==> config.mk <==
export PLATFORM = sky130hd
export DESIGN_NAME = mult_seq_ctrl
export DESIGN_NICKNAME = d
export VERILOG_FILES = /design/src/rtl/mult_pkg.sv /design/src/rtl/mult_seq_dp.sv /design/src/rtl/mult_seq_ctrl.sv
export SDC_FILE = /design/constraint.sdc
export NUM_CORES = 1
export LEC_CHECK = 0
export CORE_MARGIN = 3
export CORE_UTILIZATION = 25
export DETAILED_ROUTE_END_ITERATION = 16
export MAX_ROUTING_LAYER = met4
export SYNTH_ARGS = -nofsm -noshare
export SYNTH_HDL_FRONTEND = slang
export SYNTH_SLANG_ARGS = --single-unit
export TNS_END_PERCENT = 1
==> constraint.sdc <==
create_clock -name clk -period 4 [get_ports clk]
set_input_delay 0.6 -clock clk [delete_from_list [all_inputs] [get_ports clk]]
set_output_delay 0.6 -clock clk [all_outputs]
set_load 0.05 [all_outputs]
==> src/rtl/mult_pkg.sv <==
// Shared types and constants for the sequential shift-add multiplier slice.
package mult_pkg;

   typedef enum logic [2:0] {IDLE, LOAD, ITER, FIXUP, DONE} state_t;

   localparam int unsigned DEF_WIDTH = 32;

   function automatic int unsigned cnt_width(input int unsigned w);
      return (w > 1) ? $clog2(w) : 1;
   endfunction

endpackage

==> src/rtl/mult_seq_dp.sv <==
// Shift-add datapath: operand capture, magnitude conversion, iteration step and sign fix-up.
module mult_seq_dp
   import mult_pkg::*;
#(
   parameter int unsigned WIDTH = DEF_WIDTH
) (
   input  logic               clk,
   input  logic               rst,
   input  logic               capture,
   input  logic               load,
   input  logic               step,
   input  logic               fix,
   input  logic [WIDTH-1:0]   a,
   input  logic [WIDTH-1:0]   b,
   input  logic               eff_signed,
   output logic [2*WIDTH-1:0] product
);

   logic [WIDTH-1:0]   a_r, b_r, mcand, lo;
   logic [WIDTH:0]     hi;
   logic               sgn_r, neg;
   logic [WIDTH-1:0]   mag_a, mag_b;
   logic [WIDTH:0]     sum;
   logic [2*WIDTH-1:0] full, fixed;

   always_comb begin
      mag_a = (sgn_r && a_r[WIDTH-1]) ? -a_r : a_r;
      mag_b = (sgn_r && b_r[WIDTH-1]) ? -b_r : b_r;
      sum   = hi + (lo[0] ? {1'b0, mcand} : '0);
      full  = {hi[WIDTH-1:0], lo};
      fixed = neg ? -full : full;
   end

   // hi carries one extra bit so the add never overflows; the shift moves it back into range.
   always_ff @(posedge clk or negedge rst) begin
      if (!rst) begin
         a_r     <= '0;
         b_r     <= '0;
         sgn_r   <= 1'b0;
         mcand   <= '0;
         hi      <= '0;
         lo      <= '0;
         neg     <= 1'b0;
         product <= '0;
      end else if (capture) begin
         a_r   <= a;
         b_r   <= b;
         sgn_r <= eff_signed;
      end else if (load) begin
         mcand <= mag_a;
         lo    <= mag_b;
         hi    <= '0;
         neg   <= sgn_r && (a_r[WIDTH-1] ^ b_r[WIDTH-1]);
      end else if (step) begin
         hi <= {1'b0, sum[WIDTH:1]};
         lo <= {sum[0], lo[WIDTH-1:1]};
      end else if (fix) begin
         product <= fixed;
      end
   end

endmodule

==> src/rtl/mult_seq_ctrl.sv <==
// Sequencing FSM for the iterative multiplier: handshake, WIDTH-step iteration, abort and result hold.
module mult_seq_ctrl
   import mult_pkg::*;
#(
   parameter int unsigned WIDTH     = DEF_WIDTH,
   parameter bit          SIGNED_EN = 1'b1
) (
   input  logic               clk,
   input  logic               rst,
   input  logic               in_valid,
   output logic               in_ready,
   input  logic [WIDTH-1:0]   a,
   input  logic [WIDTH-1:0]   b,
   input  logic               is_signed,
   input  logic               abort,
   output logic               out_valid,
   input  logic               out_ready,
   output logic [2*WIDTH-1:0] product,
   output logic               busy
);

   localparam int unsigned CW = cnt_width(WIDTH);

   state_t          state, state_nxt;
   logic [CW-1:0]   cnt;
   logic            capture, load, step, fix;

   always_ff @(posedge clk or negedge rst) begin
      if (!rst) begin
         state <= IDLE;
         cnt   <= '0;
      end else begin
         state <= state_nxt;
         if (load)
            cnt <= '0;
         else if (step)
            cnt <= cnt + CW'(1);
      end
   end

   always_comb begin
      state_nxt = state;
      capture   = 1'b0;
      load      = 1'b0;
      step      = 1'b0;
      fix       = 1'b0;
      unique case (state)
         IDLE: begin
            if (in_valid) begin
               capture   = 1'b1;
               state_nxt = LOAD;
            end
         end
         LOAD: begin
            if (abort) begin
               state_nxt = IDLE;
            end else begin
               load      = 1'b1;
               state_nxt = ITER;
            end
         end
         ITER: begin
            if (abort) begin
               state_nxt = IDLE;
            end else begin
               step = 1'b1;
               if (cnt == CW'(WIDTH - 1))
                  state_nxt = FIXUP;
            end
         end
         FIXUP: begin
            if (abort) begin
               state_nxt = IDLE;
            end else begin
               fix       = 1'b1;
               state_nxt = DONE;
            end
         end
         DONE: begin
            // A pop and a discard both return to IDLE; product is left untouched either way.
            if (out_ready || abort)
               state_nxt = IDLE;
         end
         default: state_nxt = IDLE;
      endcase
   end

   assign in_ready  = (state == IDLE);
   assign out_valid = (state == DONE);
   assign busy      = (state != IDLE);

   mult_seq_dp #(.WIDTH(WIDTH)) u_dp (
      .clk        (clk),
      .rst        (rst),
      .capture    (capture),
      .load       (load),
      .step       (step),
      .fix        (fix),
      .a          (a),
      .b          (b),
      .eff_signed (is_signed && SIGNED_EN),
      .product    (product)
   );

endmodule

## After elaboration in Yosys (flattened, before gate mapping)

Index checks and enable logic that the tools add are counted.

| operators by class | value |
|---|---|
| equal/unequal tests | 8 |
| bitwise logic cells | 4 |
| reductions and logical operators | 11 |
| mux-type cells | 23 |
| add/subtract/negate cells | 5 |

Operators with widths:

| cell | number |
|---|---|
| 32-bit two-way mux | 5 |
| 33-bit two-way mux | 2 |
| 64-bit two-way mux | 1 |
| 32-bit negator | 2 |
| 64-bit negator | 1 |
| 33-bit adder | 1 |
| 3-bit two-way mux | 5 |
| 3-bit case mux with 5 select lines | 1 |
| 5-bit two-way mux | 2 |
| 3-bit by 2-bit equality test with 1-bit output, second input constant | 2 |
| 1-bit two-way mux | 6 |
| 5-bit by 1-bit adder with 5-bit output, second input constant | 1 |
| 5-bit equality test, second input constant | 1 |
| 2-bit AND reduction | 2 |
| 4-bit AND reduction | 1 |
| 3-bit by 1-bit equality test with 1-bit output, second input constant | 1 |
| 3-bit equality test, second input constant | 1 |
| 1-bit logical AND | 3 |
| 3-bit logical NOT | 1 |
| 3-bit != test, second input constant | 1 |
| 1-bit inverter | 3 |
| 3-bit AND reduction | 1 |
| 3-bit nonzero test | 1 |
| 2-bit two-way mux | 1 |
| 5 further kinds | 5 |

| storage, ports and cells | value |
|---|---|
| output and inout port bits | 67 |
| register bits after elaboration | 235 |
| logic and storage cells | 61 |
| input bits | 70 |

## Depth between registers and ports, before layout

Gate-level depths: netlist of run 1.

| depth | value |
|---|---|
| word-level depth | 4 |
| gate-level depth with buffers | 12 |
| gate-level depth less buffers | 11 |

## Modules after synthesis

Synthesis of run 1 repeated with hierarchy kept, for this count alone.

| second synthesis, totals | value |
|---|---|
| cells, all modules | 1,426 |
| area total of the unflattened synthesis | 13,265.2 µm² |

By module, submodules not included:

| module | sequential area each (µm²) | times used | area each (µm²) | cells an instance |
|---|---|---|---|---|
| mult_seq_dp | 5,655.4 | 1 | 12,854.8 | 1,384 |
| mult_seq_ctrl | 200.2 | 1 | 410.4 | 42 |

## Least setup slack after synthesis of run 1

OpenSTA, ideal clock, no wires.

| path | value |
|---|---|
| kind | reg-to-reg |
| start | register u_dp.lo[0] |
| end | register u_dp.hi[27] |
| stages on the path, launching flop included | 13 |
| setup time | 0.133 ns |
| slack | 1.097 ns |
| arrival | 2.769 ns |
| data required time | 3.867 ns |
| buffers on the path | 1 |
| period minus slack after synthesis | 2.903 ns |
| path through | dfrtp_1 clkbuf_1 and2_1 ha_1 fa_1 a21oi_1 nor3_1 nor4_1 nor2_1 a31o_2 o31ai_1 xor2_1 o21ai_0 |

| between the ends | value |
|---|---|
| word-level cells in the longest chain between the ends | 4 |

Ends and longest elaborated chain:

| item | RTL line | source |
|---|---|---|
| start, declared | mult_seq_dp.sv:19 | `logic [WIDTH-1:0] a_r, b_r, mcand, lo;` |
| start signal, assigned | mult_seq_dp.sv:51 | `lo <= mag_b;` |
| start signal, assigned | mult_seq_dp.sv:56 | `lo <= {sum[0], lo[WIDTH-1:1]};` |
| 32-bit two-way mux | mult_seq_dp.sv:29 | `sum = hi + (lo[0] ? {1'b0, mcand} : '0);` |
| 33-bit adder | mult_seq_dp.sv:29 |  |
| 33-bit two-way mux | mult_seq_dp.sv:54 | `end else if (step) begin` |
| 33-bit two-way mux | mult_seq_dp.sv:49 | `end else if (load) begin` |
| end signal, assigned | mult_seq_dp.sv:55 | `hi <= {1'b0, sum[WIDTH:1]};` |
| end, declared | mult_seq_dp.sv:20 | `logic [WIDTH:0] hi;` |

No other way between the ends. The select of a mux whose other input is x is not followed.
A chain may end at the register's enable or synchronous reset.

## Worst setup path in the final report of run 1

Same ends and word-level chain as after synthesis.

==> impl_metrics.py, run 1 <==
metrics = {
    "finish": {
        "utilization_pct": 30.93,
        "fin_cells": 2276,
        "multi_input_area_mm2": 0.007128,
        "fillers": 5399,
        "nets": 1674,
        "postLayoutCellArea_mm2": 0.01629,
        "final_common_cell": "nand2_1",
        "final_cell_mix": "252 x nand2_1, 233 x dfrtp_1, 167 x o21ai_0",
        "area_delta_synth_final_pct": 22.07,
        "ff_latch_area_mm2": 0.005857,
        "drive_gt1_share_pct": 9.533,
    },
    "pwr": {
        "vdd.ir_drop.worst_mv": 0.2701,
        "powerDensity_mw_per_mm2": 814.3,
        "cellLeakagePower_nw": 6.728,
    },
    "logic_synthesis": {
        "synth_cell_types": 65,
        "yosysTopAreaCell": "dfrtp_1",
        "synth_edf_count": 0,
        "syn_avg_cell_area_um2": 9.101,
        "synth_area_leaders": "dfrtp_1 44%, nand2_1 7.1%, xor2_1 6.6%",
        "async_flop_share_pct": 100.0,
        "netlist.area_leader.share_pct": 43.89,
        "synth_flop_cell": "dfrtp_1",
        "yosysSeqAreaShare_pct": 43.89,
        "synth_area_mm2": 0.01334,
        "ys_warn_count": 0,
        "syn-instance-count": 1466,
        "ys_seq_elements": 234,
        "synth_nets": 1574,
    },
    "detailed_routing": {
        "drc_errors": 0,
        "viasPerCell": 4.646,
        "firstDrtPassIters": 6,
        "num_vias": 10574,
        "wl_per_cell_um": 16.01,
        "routed_wl_um": 36450,
        "postRouteAntennaNets": 0,
        "drt_iter0_drc": 594,
    },
    "clocking": {
        "clock_latency_ns": 0.53,
        "hold_buffers": 0,
        "cts-root-buf": "clkbuf_16",
        "cts_resized": 0,
        "cts_tree": "yes",
        "clock_sinks": 234,
        "cts_buffers": 25,
        "clkTransAtPathRegs_ns": 0.06,
        "h-tree-depth": 1,
        "post_cts_buffers": 0,
        "clk_path_buf_depth": 3,
    },
    "critical_path": {
        "critPathKind": "reg2reg",
        "critical-path-slowest-cell": "fa_1",
        "worstSetupStartpointType": "register",
        "cp_data_arrival_time_ns": 3.63,
        "reg2reg_depth": 11,
        "r2r_slack_ns": 0.74,
        "cp_max_fo": 31,
        "cp_cell_sequence": "buf_4 > and2_1 > fa_1 > a21oi_1 > nor3_1 > nor4_1 > nor2_1 > a31o_2 > o31ai_1 > xor2_1 > o21ai_0",
        "cpPeakStageDelay_ns": 0.43,
        "required_ns": 4.37,
        "end_kind": "register",
    },
    "placed_design": {
        "placed_cell_area_mm2": 0.01544,
        "gp_congestion": 0.8664,
        "dp.cells": 2227,
        "portBuffers": 136,
        "dpl.hpwl_um": 28440,
    },
    "timing": {
        "finClkSkew_ns": 0.01062,
        "finalSetupTns_ns": 0,
        "setup_viol": 0,
        "rsz0062_at_grt": "no",
        "max_freq_mhz": 307.1,
        "max_slew_margin_pct": 30.18,
        "hold_viol_final": 0,
        "tightestPinTransition_ns": 1.047,
        "holdWs_ns": 0.1216,
        "period_needed_ns": 3.256,
        "drv_slew": 0,
        "fin_crit_sh_pct": 81.39,
    },
    "global_route": {
        "antenna_found_initial": 4,
        "grt_max_degree": 108,
        "grt_pass1_vias": 10474,
        "grt_overflow": 0,
        "grt_pass1_wl_um": 59020,
        "track_usage_pct": 13.13,
    },
    "run": {
        "cap_viol_max_count": 0,
    },
    "floorplanning": {
        "floorplan.rows": 84,
        "start_util_pct": 25.34,
        "die_area_mm2": 0.05617,
        "ios": 137,
        "fp.dieW_um": 237.0,
        "die_h_um": 237.0,
        "core_area_mm2": 0.05266,
    },
    "outcome": {
        "run_status": "completed",
    },
    "min_path": {
        "hold_class": "in2async",
    },
}
==> final cells by class <==
type                            count  share of cell area (%)
Sequential cell                   234                   35.96
Clock inverter                     11                  0.7068
Inverter                           19                  0.4379
Tap cell                          688                   5.286
Clock buffer                       34                   4.418
Multi-Input combinational cell   1134                   43.77
Antenna cell                        4                 0.06146
Timing Repair Buffer              152                   9.358
==> state kept, by name (all words and copies together), names as in the netlist <==
name          cells
u_dp.sgn_r        1
u_dp.a_r         32
u_dp.lo          32
u_dp.mcand       32
u_dp.neg          1
u_dp.hi          32
u_dp.product     64
cnt               5
u_dp.b_r         32
state             3
==> cells in the mapped netlist (4+ instances only) <==
cell type / number
mux2_2: 58
o41ai_1: 12
o21ai_0: 167
nor3b_1: 6
inv_1: 19
o21ai_1: 8
or3_1: 18
dfrtp_1: 234
or2_2: 8
and3_1: 14
and2_1: 36
xnor2_1: 50
a211oi_1: 4
ha_1: 37
nor3_1: 21
nand2_1: 252
o31ai_1: 31
nand4_1: 9
nor2_1: 81
buf_1: 7
nand3_1: 33
nor2b_1: 4
nor4_1: 9
a21oi_1: 63
a31oi_1: 30
a21o_1: 14
or4_4: 4
nand2b_1: 5
or4_1: 7
xor2_1: 101
clkbuf_1: 70
o21bai_1: 5
==> power breakdown <==
part           leakage, nW  switching [W]  internal [W]
sequential            2.93        0.00128       0.00337
clock                0.415       0.000952       0.00139
combinational         3.39        0.00376       0.00251
total                 6.73        0.00599       0.00727
==> cells by family (layout without fill, tap and decap cells) <==
family | Yosys count | after routing | share of synthesized area, %
adder cells (fa/ha/maj) | 38 | 38 | 3.620
flip-flops | 234 | 234 | 43.89
XOR/XNOR | 151 | 151 | 9.913
buffers and inverters | 98 | 216 | 2.823
multiplexers | 61 | 61 | 5.121
AO/OA/AOI/OAI | 363 | 363 | 16.28
other | 0 | 4 | 0
AND/OR/NAND/NOR | 521 | 521 | 18.35
==> worst max-delay path, delay by kind of cell, from the launching register on <==
kind            cells  cell delay (ns)
compound gates      4             0.98
simple gates        4             0.88
fa+ha+maj           1             0.43
flops               1             0.42
xor+xnor            1             0.16
buf+inv             1             0.23
==> worst paths after layout <==
path,start,end
setup reg to reg,u_dp.lo[0],u_dp.hi[27]
hold reg to reg,u_dp.mcand[14],u_dp.mcand[14]
hold / removal,rst,u_dp.b_r[10]
setup / recovery,u_dp.lo[0],u_dp.hi[27]
max in group asynchronous,rst,u_dp.mcand[29]
min in group clk,u_dp.mcand[14],u_dp.mcand[14]
==> per-layer routing <==
| layer | GRT usage [%] | routed length, µm | vias up |
|---|---|---|---|
| met5 | - | 0 | - |
| met4 | 3.042 | 643 | 0 |
| met3 | 2.586 | 1942 | 44 |
| met2 | 19.43 | 15740 | 183 |
| met1 | 18.50 | 18120 | 4996 |
| li1 | - | - | 5351 |
==> per-stage QoR <==
| stage | power [W] | setup slack (ns) |
|---|---|---|
| after floorplan | 0.008892 | 1.097 |
| after global placement | 0.01088 | 0.7694 |
| after detailed placement | 0.01100 | 0.7166 |
| after CTS | 0.01339 | 0.7006 |
| after global routing | 0.01429 | 0.4721 |
| final | 0.01326 | 0.7442 |
Power figures use the tool's default switching activity.
==> inputs of run 2 (changes only) <==
==> constraint.sdc (replaced) <==
create_clock -name clk -period 2.69 [get_ports clk]
set_input_delay 0.4035 -clock clk [delete_from_list [all_inputs] [get_ports clk]]
set_output_delay 0.4035 -clock clk [all_outputs]
set_load 0.05 [all_outputs]
==> impl_metrics.py, run 2 (synthesis results as in run 1) <==
metrics = {
    "global_route": {
        "grt_pass1_vias": 11049,
        "track_usage_pct": 13.61,
        "grt_pass1_wl_um": 60690,
        "antenna_found_initial": 7,
        "grt_max_degree": 76,
        "grt_overflow": 0,
    },
    "detailed_routing": {
        "drt_iter0_drc": 739,
        "drc_errors": 0,
        "viasPerCell": 4.637,
        "wl_per_cell_um": 15.76,
        "routed_wl_um": 38120,
        "postRouteAntennaNets": 0,
        "num_vias": 11217,
        "firstDrtPassIters": 6,
    },
    "clocking": {
        "clock_latency_ns": 0.54,
        "clkTransAtPathRegs_ns": 0.06,
        "cts-root-buf": "clkbuf_16",
        "cts_tree": "yes",
        "clk_path_buf_depth": 3,
        "clock_sinks": 234,
        "cts_buffers": 25,
        "h-tree-depth": 1,
    },
    "timing": {
        "worst_slack_ns": -0.03969,
        "finClkSkew_ns": 0.02036,
        "max_slew_margin_pct": 24.27,
        "setup_viol": 5,
        "drv_slew": 0,
        "holdWs_ns": 0.4123,
        "period_needed_ns": 2.730,
        "max_freq_mhz": 366.3,
        "tightestPinTransition_ns": 1.132,
        "hold_viol_final": 0,
        "rsz0062_at_grt": "yes",
        "fin_crit_sh_pct": 101.5,
    },
    "placed_design": {
        "placed_cell_area_mm2": 0.01655,
        "dpl.hpwl_um": 29820,
        "portBuffers": 136,
        "gp_congestion": 0.8698,
    },
    "critical_path": {
        "required_ns": 3.15,
        "critical_path.startpoint": "u_dp.lo[0]",
        "reg2reg_depth": 14,
        "r2r_slack_ns": -0.04,
        "cp_data_arrival_time_ns": 3.19,
        "cp_max_fo": 17,
        "r2r_start": "u_dp.lo[0]",
        "end_kind": "register",
        "r2r-end": "u_dp.hi[26]",
        "worstSetupStartpointType": "register",
        "critPathKind": "reg2reg",
    },
    "finish": {
        "drive_gt1_share_pct": 19.14,
        "postLayoutCellArea_mm2": 0.01765,
        "largest_reg_flops": 64,
        "area_delta_synth_final_pct": 32.28,
        "final_cell_mix": "252 x nand2_1, 233 x dfrtp_1, 155 x o21ai_0",
        "nets": 1814,
        "final_common_cell": "nand2_1",
        "largest_register": "u_dp.product",
    },
    "outcome": {
        "run_status": "complete, but fails checks",
        "violations": "negative setup slack",
    },
    "floorplanning": {
        "fp.dieW_um": 237.0,
        "floorplan.rows": 84,
        "ios": 137,
        "die_area_mm2": 0.05617,
        "start_util_pct": 25.34,
        "die_h_um": 237.0,
        "core_area_mm2": 0.05266,
    },
    "min_path": {
        "min_from": "a[0]",
        "hold_class": "in2reg",
        "worstHoldPathCells": 3,
        "holdPathEnd": "u_dp.a_r[0]",
    },
    "pwr": {
        "powerDensity_mw_per_mm2": 1189,
        "vdd.ir_drop.worst_mv": 0.4234,
        "cellLeakagePower_nw": 7.464,
    },
    "run": {
        "cap_viol_max_count": 0,
    },
}
run 2: power breakdown:
| group | internal [W] | switching, W | leakage, nW |
|---|---|---|---|
| Combinational | 0.00477 | 0.00640 | 4.15 |
| Sequential | 0.00502 | 0.00150 | 2.93 |
| Clock | 0.00185 | 0.00143 | 0.383 |
run 2: final cells by class:
cell class              instances  area (µm²)
clock inverters                 9       51.30
flip-flops and latches        234        5857
clock buffers                  36       716.9
inverters                      19       75.07
multi-input cells            1134        7403
well taps                     688       860.8
fillers                      5409       35010
diodes                          7       17.52
repair buffers                292        2666
run 2: metal layers:
metal / routed length (µm) / part of all wire (%) / vias up / GRT usage, %
li1: - / - / 5632 / -
met5: 0 / 0 / - / -
met2: 16900 / 44 / 197 / 20.58
met3: 2138 / 5.6 / 49 / 3.063
met4: 753 / 2.0 / 0 / 3.372
met1: 18330 / 48 / 5339 / 18.49
run 2: critical path, stage by stage (launching register included):
cell and delay (ns):
dfrtp_1 0.42, buf_12 0.16, and2_4 0.14, ha_1 0.26, a21o_1 0.17, and4_1 0.19, a311oi_1 0.25, buf_4 0.17
o21ai_2 0.07, a31oi_1 0.20, buf_4 0.17, o31ai_2 0.07, buf_4 0.16, xnor2_2 0.12, o21ai_1 0.11
run 2: worst max-delay path by stage:
| stage | end | depth (start not counted) |
|---|---|---|
| floorplan | u_dp.hi[27] | 12 |
| global placement | u_dp.hi[20] | 14 |
| detailed placement | u_dp.hi[27] | 12 |
| CTS | u_dp.hi[27] | 12 |
| global route | u_dp.hi[27] | 13 |
| finish | u_dp.hi[26] | 14 |
run 2: metrics by stage:
| stage | instances | power, W | utilization [%] | setup WS (ns) | setup TNS, ns |
|---|---|---|---|---|---|
| global placement | 2361 | 0.01727 | 31.43 | -0.09602 | -0.2566 |
| CTS | 2407 | 0.02099 | 33.08 | -0.03853 | -0.06230 |
| finish | 2419 | 0.02098 | 33.52 | -0.03969 | -0.1008 |
| global route | 2419 | 0.02258 | 33.52 | -0.1795 | -2.032 |
| detailed placement | 2361 | 0.01752 | 31.43 | -0.1989 | -0.7920 |
| floorplan | 1466 | 0.01324 | - | -0.06680 | -0.1498 |
run 2: repair_timing:
| item | in CTS | in global routing |
|---|---|---|
| buffers inserted | 0 | 5 |
| pin swaps | 3 | 12 |
| hold buffers | 1 | 0 |
| gates resized for setup | 19 | 45 |
| cloned | 0 | 0 |
| endpoints found under the setup margin | 15 | 44 |
| hold endpoints to repair | 70 | 0 |
==> patch: new RTL, flow settings as in run 1 <==
`SIGNED_EN`: 1'b1 -> 1'b0.
--- a/src/rtl/mult_seq_ctrl.sv
+++ b/src/rtl/mult_seq_ctrl.sv
@@ -3,7 +3,7 @@
    import mult_pkg::*;
 #(
    parameter int unsigned WIDTH     = DEF_WIDTH,
-   parameter bit          SIGNED_EN = 1'b1
+   parameter bit          SIGNED_EN = 1'b0
 ) (
    input  logic               clk,
    input  logic               rst,
Check against the original RTL: no difference found for any inputs over 4 cycles, from zero or initial values and one cycle with rst low; that may be too few to reach the edited logic, so the function may still have changed.
==> patch against run 1 <==
  * Via count down 32%
  * Sequential cell count down 2
  * Setup slack worse by 0.13 ns
  * Synthesized area down 20%
  * Sequential power down 18%
  * Routed wire length down 31%
  * Clock power down 3%
  * First-iteration DRC count down 44%
  * Power down 26%
  * Design area down 17%
  * Critical path type unchanged
  * Largest cell class is now flip-flops and latches
  * Highest routed layer unchanged
==> patch: results (changes against run 1) <==
[run_status]
outcome = complete, no violations  ; unchanged

[synth]
muxShareOfSynthArea_pct = 19.81  ; was 5.121%
synthesis.nets = 991  ; was 1,574
synthTopCellsByArea = dfrtp_1 (54%), mux2_2 (17%), ha_1 (4.0%), o21ai_0 (3.1%), mux2i_1 (3.0%)  ; was dfrtp_1 (44%), nand2_1 (7.1%), xor2_1 (6.6%), o21ai_0 (6.3%), mux2_2 (4.9%)
synth_compound_area_share_pct = 9.836  ; was 16.28%
synthAdderAreaFrac_pct = 4.159  ; was 3.620%
synth_xor_area_share_pct = 2.126  ; was 9.913%
synthDistinctLibCells = 57  ; was 65
syn_avg_cell_area_um2 = 12.09  ; was 9.101 um2

[placed_design]
gp_congestion = 0.8252  ; was 0.8664
port_buffers = 135  ; was 136
place.detailed.hpwl_um = 17320  ; was 28,440 um
placed_cells = 1532  ; was 2,227
place_area_mm2 = 0.01277  ; was 0.01544 mm2

[routing]
drt_pass1_iterations = 4  ; was 6
wl_met1_um = 11210  ; was 18,120 um
drtIter0Drc = 330  ; was 594
wl_met3_um = 1938  ; was 1942 um
vias = 7177  ; was 10,570
post_drt_wl_per_cell_um = 16.04  ; was 16.01 um
met2_length_um = 11630  ; was 15,740 um

[worst_setup_path]
cpMaxStageDelayCell = o31ai_1  ; was fa_1
cp.arrival_ns = 3.87  ; was 3.63 ns
reg2reg_depth = 12  ; was 11
cp_max_fo = 18  ; was 31
slowest_delay_ns = 0.50  ; was 0.43 ns
reg2reg_slack_ns = 0.61  ; was 0.74 ns

[finish]
fin_cells = 1577  ; was 2,276
fillers = 4255  ; was 5,399
final_nets = 1126  ; was 1,674
drive_gt1_share_pct = 21.81  ; was 9.533%

[timing]
clock_skew_ns = 0.01841  ; was 0.01062 ns
slew_headroom_pct = 35.88  ; was 30.18%

[grt]
grt_max_degree = 125  ; was 108
gr-usage-met3_pct = 3.864  ; was 2.586%
grt_use_met1_pct = 14.18  ; was 18.50%
use_met2_pct = 18.29  ; was 19.43%
grt_pass1_wl_um = 40270  ; was 59,020 um
track_usage_pct = 11.46  ; was 13.13%
grt_pass1_vias = 7456  ; was 10,470
antenna_found_initial = 2  ; was 4

[power]
seqPwrFrac_pct = 39.2  ; was 35.1%
swShare_pct = 36.70  ; was 45.18%
powerComb_uw = 3650  ; was 6270 uW
p_leak_uw = 0.006072  ; was 0.006728 uW
pwr-share-comb_pct = 37.5  ; was 47.3%
ir_worst_vdd_mv = 0.4132  ; was 0.2701 mV

[cts]
clk_latency_ns = 0.56  ; was 0.53 ns

patch: worst register-to-register path, cell delays in order (launching register included):
cell	delay, ns
dfrtp_1	0.39
buf_4	0.20
and2_1	0.18
fa_1	0.44
a21o_1	0.22
a221oi_2	0.32
buf_4	0.19
or3_2	0.12
a31oi_1	0.14
o31ai_1	0.51
o21ai_0	0.29
xnor2_1	0.18
o21ai_0	0.14
patch: through the flow:
stage	worst slack, ns	utilization (%)
final	0.6137	32.26
after global routing	0.3248	32.26
after CTS	0.6086	32.25
after detailed placement	0.6492	30.31
after global placement	0.6747	30.31
after floorplan	0.8961	-
patch: area by class of cell:
class / count / area (um2) / share of cell area (%)
inverter: 15 / 56.30 / 0.4142
sequential: 232 / 5806 / 42.71
tap: 539 / 674.4 / 4.962
clock inverter: 7 / 87.58 / 0.6444
timing repair buffer: 150 / 1519 / 11.18
antenna: 2 / 5.005 / 0.03682
clock buffer: 36 / 728.2 / 5.358
multi-input combinational: 596 / 4716 / 34.70
